===== config.mk =====
export PLATFORM = sky130hd
export DESIGN_NAME = conv_encoder_punct
export DESIGN_NICKNAME = d
export VERILOG_FILES = /design/src/rtl/conv_encoder_punct.sv
export SDC_FILE = /design/constraint.sdc
export NUM_CORES = 1
export LEC_CHECK = 0
export BUFFER_PORTS_ARGS = -buffer_cell sky130_fd_sc_hd__clkbuf_2
export CAP_MARGIN = 20
export CORE_MARGIN = 1
export CORE_UTILIZATION = 59
export DETAILED_ROUTE_END_ITERATION = 7
export HOLD_SLACK_MARGIN = 0.12
export PLACE_DENSITY = 0.81
export SETUP_SLACK_MARGIN = 0.2
export SLEW_MARGIN = 20
export SYNTH_ARGS = -nofsm -noshare
export SYNTH_HDL_FRONTEND = slang
export SYNTH_SLANG_ARGS = --single-unit

===== constraint.sdc =====
create_clock -name clk_i -period 3.5 [get_ports clk_i]
set_clock_uncertainty 0.15 [all_clocks]
set_input_delay 0.525 -clock clk_i [delete_from_list [all_inputs] [get_ports clk_i]]
set_output_delay 0.525 -clock clk_i [all_outputs]
set_load 0.1 [all_outputs]

===== src/rtl/conv_encoder_punct.sv =====
// K=7 convolutional encoder (802.11a, g0=133, g1=171) with rate 1/2, 2/3, 3/4
// puncturing. Serial in, serial out, valid/ready handshake on both sides.
module conv_encoder_punct #(
   parameter logic [6:0] G0 = 7'o133,
   parameter logic [6:0] G1 = 7'o171
) (
   input  logic       clk_i,
   input  logic       rst_i,
   input  logic [1:0] rate_sel_i,
   input  logic       in_valid_i,
   output logic       in_ready_o,
   input  logic       in_bit_i,
   input  logic       in_sof_i,
   output logic       out_valid_o,
   input  logic       out_ready_i,
   output logic       out_bit_o
);

   localparam logic [1:0] RATE_2_3 = 2'b01;
   localparam logic [1:0] RATE_3_4 = 2'b10;

   logic [5:0] sr_q, sr_d;
   logic [1:0] rate_q, rate_d;
   logic [1:0] ph_q, ph_d;
   logic [1:0] buf_q, buf_d;
   logic [1:0] cnt_q, cnt_d;

   logic       in_fire, out_fire;
   logic [6:0] win;
   logic       a_bit, b_bit;
   logic [1:0] rate_eff, ph_eff, ph_next;
   logic       emit_a, emit_b;

   // A new bit may enter in the same cycle the last pending bit leaves.
   assign in_ready_o  = (cnt_q == 2'd0) || ((cnt_q == 2'd1) && out_ready_i);
   assign out_valid_o = (cnt_q != 2'd0);
   assign out_bit_o   = buf_q[1];
   assign in_fire     = in_valid_i && in_ready_o;
   assign out_fire    = out_valid_o && out_ready_i;

   // Generator window: bit 6 = current input, bit i<6 = input delayed 6-i.
   // A start-of-frame bit sees an all-zero history.
   assign win   = in_sof_i ? {in_bit_i, 6'b0}
                           : {in_bit_i, sr_q[0], sr_q[1], sr_q[2], sr_q[3], sr_q[4], sr_q[5]};
   assign a_bit = ^(win & G0);
   assign b_bit = ^(win & G1);

   // Puncture pattern selection for the bit being accepted.
   always_comb begin
      rate_eff = in_sof_i ? rate_sel_i : rate_q;
      ph_eff   = in_sof_i ? 2'd0 : ph_q;
      emit_a   = 1'b1;
      emit_b   = 1'b1;
      ph_next  = 2'd0;
      case (rate_eff)
         RATE_2_3: begin
            emit_b  = (ph_eff == 2'd0);
            ph_next = (ph_eff == 2'd0) ? 2'd1 : 2'd0;
         end
         RATE_3_4: begin
            emit_a  = (ph_eff != 2'd2);
            emit_b  = (ph_eff != 2'd1);
            ph_next = (ph_eff == 2'd2) ? 2'd0 : ph_eff + 2'd1;
         end
         default: begin
            emit_a  = 1'b1;
            emit_b  = 1'b1;
            ph_next = 2'd0;
         end
      endcase
   end

   // Next-state: drain the output buffer, then load coded bits of an accepted input.
   always_comb begin
      sr_d   = sr_q;
      rate_d = rate_q;
      ph_d   = ph_q;
      buf_d  = buf_q;
      cnt_d  = cnt_q;
      if (out_fire) begin
         buf_d = {buf_q[0], 1'b0};
         cnt_d = cnt_q - 2'd1;
      end
      if (in_fire) begin
         sr_d   = in_sof_i ? {5'b0, in_bit_i} : {sr_q[4:0], in_bit_i};
         rate_d = rate_eff;
         ph_d   = ph_next;
         if (emit_a && emit_b) begin
            buf_d = {a_bit, b_bit};
            cnt_d = 2'd2;
         end else if (emit_a) begin
            buf_d = {a_bit, 1'b0};
            cnt_d = 2'd1;
         end else begin
            buf_d = {b_bit, 1'b0};
            cnt_d = 2'd1;
         end
      end
   end

   // State registers with synchronous reset; reset discards any pending output.
   always_ff @(posedge clk_i) begin
      if (rst_i) begin
         sr_q   <= '0;
         rate_q <= '0;
         ph_q   <= '0;
         buf_q  <= '0;
         cnt_q  <= '0;
      end else begin
         sr_q   <= sr_d;
         rate_q <= rate_d;
         ph_q   <= ph_d;
         buf_q  <= buf_d;
         cnt_q  <= cnt_d;
      end
   end

endmodule


-- After elaboration in Yosys (flattened, before gate mapping)
Cells that the tools add are included.
- memories kept: 0
- logic and storage cells: 40
- ROM bits: 0
- flip-flop bits (word level): 14
- input port bits: 8
- latch bits: 0
- bits in writable memories: 0
- reduce and logical (&&, ||, !) cells: 11
- shifts and indexed selects: 0
- order comparisons: 0
- $mul: 0
- multiplexer cells: 16
- bitwise logic cells: 0
- divide/modulo/power cells: 0
- $add $sub $neg: 2
- equality and inequality tests: 6
- operators with widths (operator ; number):
    2-to-1 mux 2 bit ; 10
    parity 7 bit ; 2
    2-to-1 mux 6 bit ; 2
    == test 2 x 1 -> 1 bit (second input constant) ; 2
    == test 2 bit (second input constant) ; 2
    logical AND 1 bit ; 4
    logical NOT 2 bit ; 2
    one-hot mux 2 bit (2 select lines) ; 1
    nonzero test 2 bit ; 2
    adder 2 x 1 -> 2 bit (second input constant) ; 1
    2-to-1 mux 1 bit ; 2
    inequality test 2 x 1 -> 1 bit (second input constant) ; 1
    inequality test 2 bit (second input constant) ; 1
    one-hot mux 1 bit (2 select lines) ; 1
    subtractor 2 x 1 -> 2 bit (second input constant) ; 1
    logical OR 1 bit ; 1

-- Depth between registers and ports, before layout
- depth after elaboration: 6
- depth in mapped cells: 9

-- Least setup slack after synthesis
OpenSTA, ideal clock, no wires.
- path type: input-to-reg
- start point: in in_sof_i
- end point: reg cnt_q[1]
- data required time: 3213 ps
- setup slack: 1142 ps
- library setup time: 137 ps
- path buffers: 1
- arrival time: 2070 ps
- stages on the path: 9
- cells stage by stage: buf_6 -> mux2i_1 -> inv_1 -> ha_1 -> nor4b_1 -> a311oi_2 -> and2_4 -> nor3_2 -> a211oi_2
- word-level cells in the longest chain between the ends: 6
- RTL lines (what ; RTL line ; source):
    from (decl) ; 13 ; input logic in_sof_i,
    2-to-1 mux 2 bit * ; 50 ; rate_eff = in_sof_i ? rate_sel_i : rate_q;
    via rate_eff[1] ; 31 ; logic [1:0] rate_eff, ph_eff, ph_next;
    == test 2 bit or == test 2 x 1 -> 1 bit (tied branches) ; 55 ; case (rate_eff)
    one-hot mux 1 bit (2 select lines) or 2-to-1 mux 1 bit (tied branches) ; 55 ;
    logical AND 1 bit * ; 88 ; if (emit_a && emit_b) begin
    2-to-1 mux 2 bit * ; 88 ;
    2-to-1 mux 2 bit * ; 84 ; if (in_fire) begin
    to (signal assigned) ; 114 ; cnt_q <= cnt_d;
    to (decl) ; 26 ; logic [1:0] cnt_q, cnt_d;
Mark *: on every way through the listed nets, which the timed path passes. The rest lies on a longest branch.
A chain may end at the register's enable or synchronous reset.

-- Worst setup path after layout
Same ends and word-level chain as after synthesis.

==> metrics.md <==
| Metric | Value |
|---|---|
| Status | finished clean |
| Max Cap Viol | 0 |
| Crit path from | in_sof_i |
| Synthesized instance count | 100 |
| Layout cells sized above 1 | 18.3% |
| Dpl cells | 120 |
| CTS tree | done |
| Detailed-router iteration count before antenna repair | 2 |
| GRT overflow | 0 |
| Syn nets | 112 |
| Resize count post-CTS | 0 |
| DRC viols | 0 |
| Final WL | 1.42 mm |
| Die area | 1570 um^2 |
| Reg clk slew, reported paths | 0.08 ns |
| Antenna viol nets, final | 0 |
| Yosys warns | 0 |
| Final setup fails | 0 |
| Worst r2r dst | buf_q[1] |
| Syn Area/Cell | 8.33 um^2 |
| Core Region | 1300 um^2 |
| Cts hold-fix bufs | 0 |
| Effective utilization at floorplan | 64.0% |
| Peak VDD IR | 0.000373 V |
| Synth Area in Compound Gates | 16.2% |
| Cell Rows | 13 |
| Worst slew margin | 47.8% |
| Die width | 39.6 um |
| GRT Total Usage | 21.4% |
| Fmax | 0.436 GHz |
| PD cells | 665 nW/um^2 |
| R2r setup slk | 1.29 ns |
| Crit path capture | cnt_q[1] |
| Clk Latency, worst-skew pair | 0.28 ns |
| Crit path DAT | 2.30 ns |
| Clock Sinks | 14 |
| Global-route wire length before repair | 2.19 mm |
| Min-delay worst type | register to register |
| Initial antenna violation count | 0 |
| Crit end category | register |
| Buffers on Ports | 10 |
| Worst Path Max Fanout | 9 |
| Worst Reg-to-Reg Cells | 7 |
| Synth cell types | 33 |
| Number of global-route vias before repair | 561 |
| Antenna cells | 0 |
| H-tree lvl count | 1 |
| Post-DR wirelength/cell | 11.4 um |
| Clock Tree Root | clkbuf_4 |
| Post-synthesis mux area share | 7.21% |
| Post-Synth Adder-Cell Area | 6.01% |
| Commonest non-fill, non-tap cell in the layout | dfxtp_1 |
| Final Instance Count excl. Fillers | 124 |
| Final hold slack | 0.307 ns |
| CTS buffer count | 3 |
| # IOs | 11 |
| Part of the Yosys area used for sequential elements | 33.6% |
| Largest net degree at the start of global routing | 17 |
| Worst-Margin Slew | 0.783 ns |
| Post-DP Area | 866 um^2 |
| Vias | 703 |
| Post-layout min period | 2.30 ns |
| Post-CTS Setup Bufs | 0 |
| Chip Height | 39.6 um |
| Req. time, crit path | 3.51 ns |
| Reg2Reg Launch Point | cnt_q[0] |
| Setup TNS | 0 ns |
| P&R area growth vs syn | 8.26% |
| Fill count | 110 |
| Synth Register Bits | 14 |
| Max Slew Vio Count | 0 |
| Post-Synth XOR/XNOR Area | 5.11% |
| Clk buf depth | 2 |
| DRT iter0 DRCs | 8 |
| Final HPWL DP | 1.04 mm |
| Commonest non-fill, non-tap cells in the layout | 14 x dfxtp_1, 11 x nor2_1, 11 x nand2_1, 10 x clkbuf_2, 9 x a21oi_1 |
| Part of the cycle the worst path needs | 65.6% |
| Final Cell Area | 902 um^2 |
| Via density per instance | 5.67 |
| CP Launch Type | primary input |
| Main combinational cell family by area after synthesis | simple AND/OR/NAND/NOR gates |
| Final RePlAce weighted congestion | 0.734 |
| Cell area after synthesis | 833 um^2 |
| P_leak | 0.383 nW |
| Post-layout util | 69.3% |
| Unrepaired setup endpoints after global routing | false |
| Final Hold Viols | 0 |
| Crit Path Category | primary input to register |
| Simple-Gate Fraction of Synth Area | 24.3% |
| Final layout net count | 122 |
critical path, cell delays in order:
cell and delay (ns):
clkbuf_2 0.19, mux2i_1 0.30, inv_1 0.07, ha_1 0.32, nor4b_1 0.36, a311oi_2 0.10, and2_4 0.19, nor3_2 0.18
a211oi_2 0.06
sequential cells by signal, indices dropped and copies added (netlist names):
signal / flops
buf_q: 2
rate_q: 2
sr_q: 6
cnt_q: 2
ph_q: 2
layout make-up:
| cell class | instances | area, um^2 | area share, % |
|---|---|---|---|
| repair buffers | 10 | 50.0 | 5.55 |
| multi-input cells | 74 | 490 | 54.4 |
| clock buffers | 4 | 36.3 | 4.02 |
| inverters | 7 | 26.3 | 2.91 |
| well taps | 15 | 18.8 | 2.08 |
| flip-flops and latches | 14 | 280 | 31.1 |
per-stage QoR:
step	power [mW]	setup slack, ns
2_1_floorplan	0.451	1.14
3_3_place_gp	0.481	0.964
3_5_place_dp	0.489	0.912
4_1_cts	0.606	1.21
5_1_grt	0.639	1.09
6_report	0.600	1.20
routing by layer:
metal / vias up / wire [um] / global-route usage, % / share of wire (%)
met2: 10 / 667 / 37.3 / 47
met1: 325 / 695 / 22.6 / 49
li1: 364 / - / - / -
met4: 0 / 24 / 12.9 / 1.7
met5: - / 0 / 0 / 0
met3: 4 / 33 / 5.11 / 2.3
how the worst min path moves through the flow:
stage             from  endpoint  slack [ns]  cells after the start
5_1_grt        sr_q[3]   sr_q[4]        0.34                      2
6_report       sr_q[3]   sr_q[3]        0.31                      2
3_5_place_dp   sr_q[3]   sr_q[3]        0.30                      2
3_3_place_gp   sr_q[5]   sr_q[5]        0.29                      2
4_1_cts        sr_q[3]   sr_q[3]        0.31                      2
2_1_floorplan  sr_q[3]   sr_q[3]        0.28                      2
logic make-up (layout without fill, tap and decap cells):
group                    Yosys count  count (layout)
XOR/XNOR                           3               3
flip-flops                        14              14
AND/OR/NAND/NOR                   41              41
buffers and inverters             12              21
multiplexers                       6               6
adder cells (fa/ha/maj)            4               4
AO/OA/AOI/OAI                     20              20
report_power, final:
| part | total, mW | internal (mW) | leakage (nW) | switching (mW) |
|---|---|---|---|---|
| logic | 0.291 | 0.0776 | 0.247 | 0.213 |
| clock network | 0.116 | 0.0633 | 0.0210 | 0.0529 |
| registers | 0.193 | 0.180 | 0.114 | 0.0128 |
| total | 0.600 | 0.321 | 0.383 | 0.279 |
cells in the mapped netlist, drive strengths merged:
library cell	number	area, um^2
buf	2	18.8
ha	4	50.1
nor3	4	25.0
dfxtp	14	280
nor2b	1	6.26
nor4b	1	8.76
a22oi	2	15.0
xor3	1	25.0
nand4	1	6.26
inv	7	26.3
nor2	11	41.3
a21o	1	7.51
and2b	1	8.76
dlygate4sd1	1	8.76
and2	2	15.0
and3	1	6.26
nor4	1	6.26
a211oi	4	35.0
nand3	6	30.0
o211ai	1	7.51
nand2	11	41.3
nand3b	1	7.51
mux2i	6	60.1
a21oi	9	45.0
a311oi	1	15.0
clkbuf	2	8.75
xnor2	2	17.5
o21ai	2	10.0
Note: power is estimated with default switching activity, not from simulation.
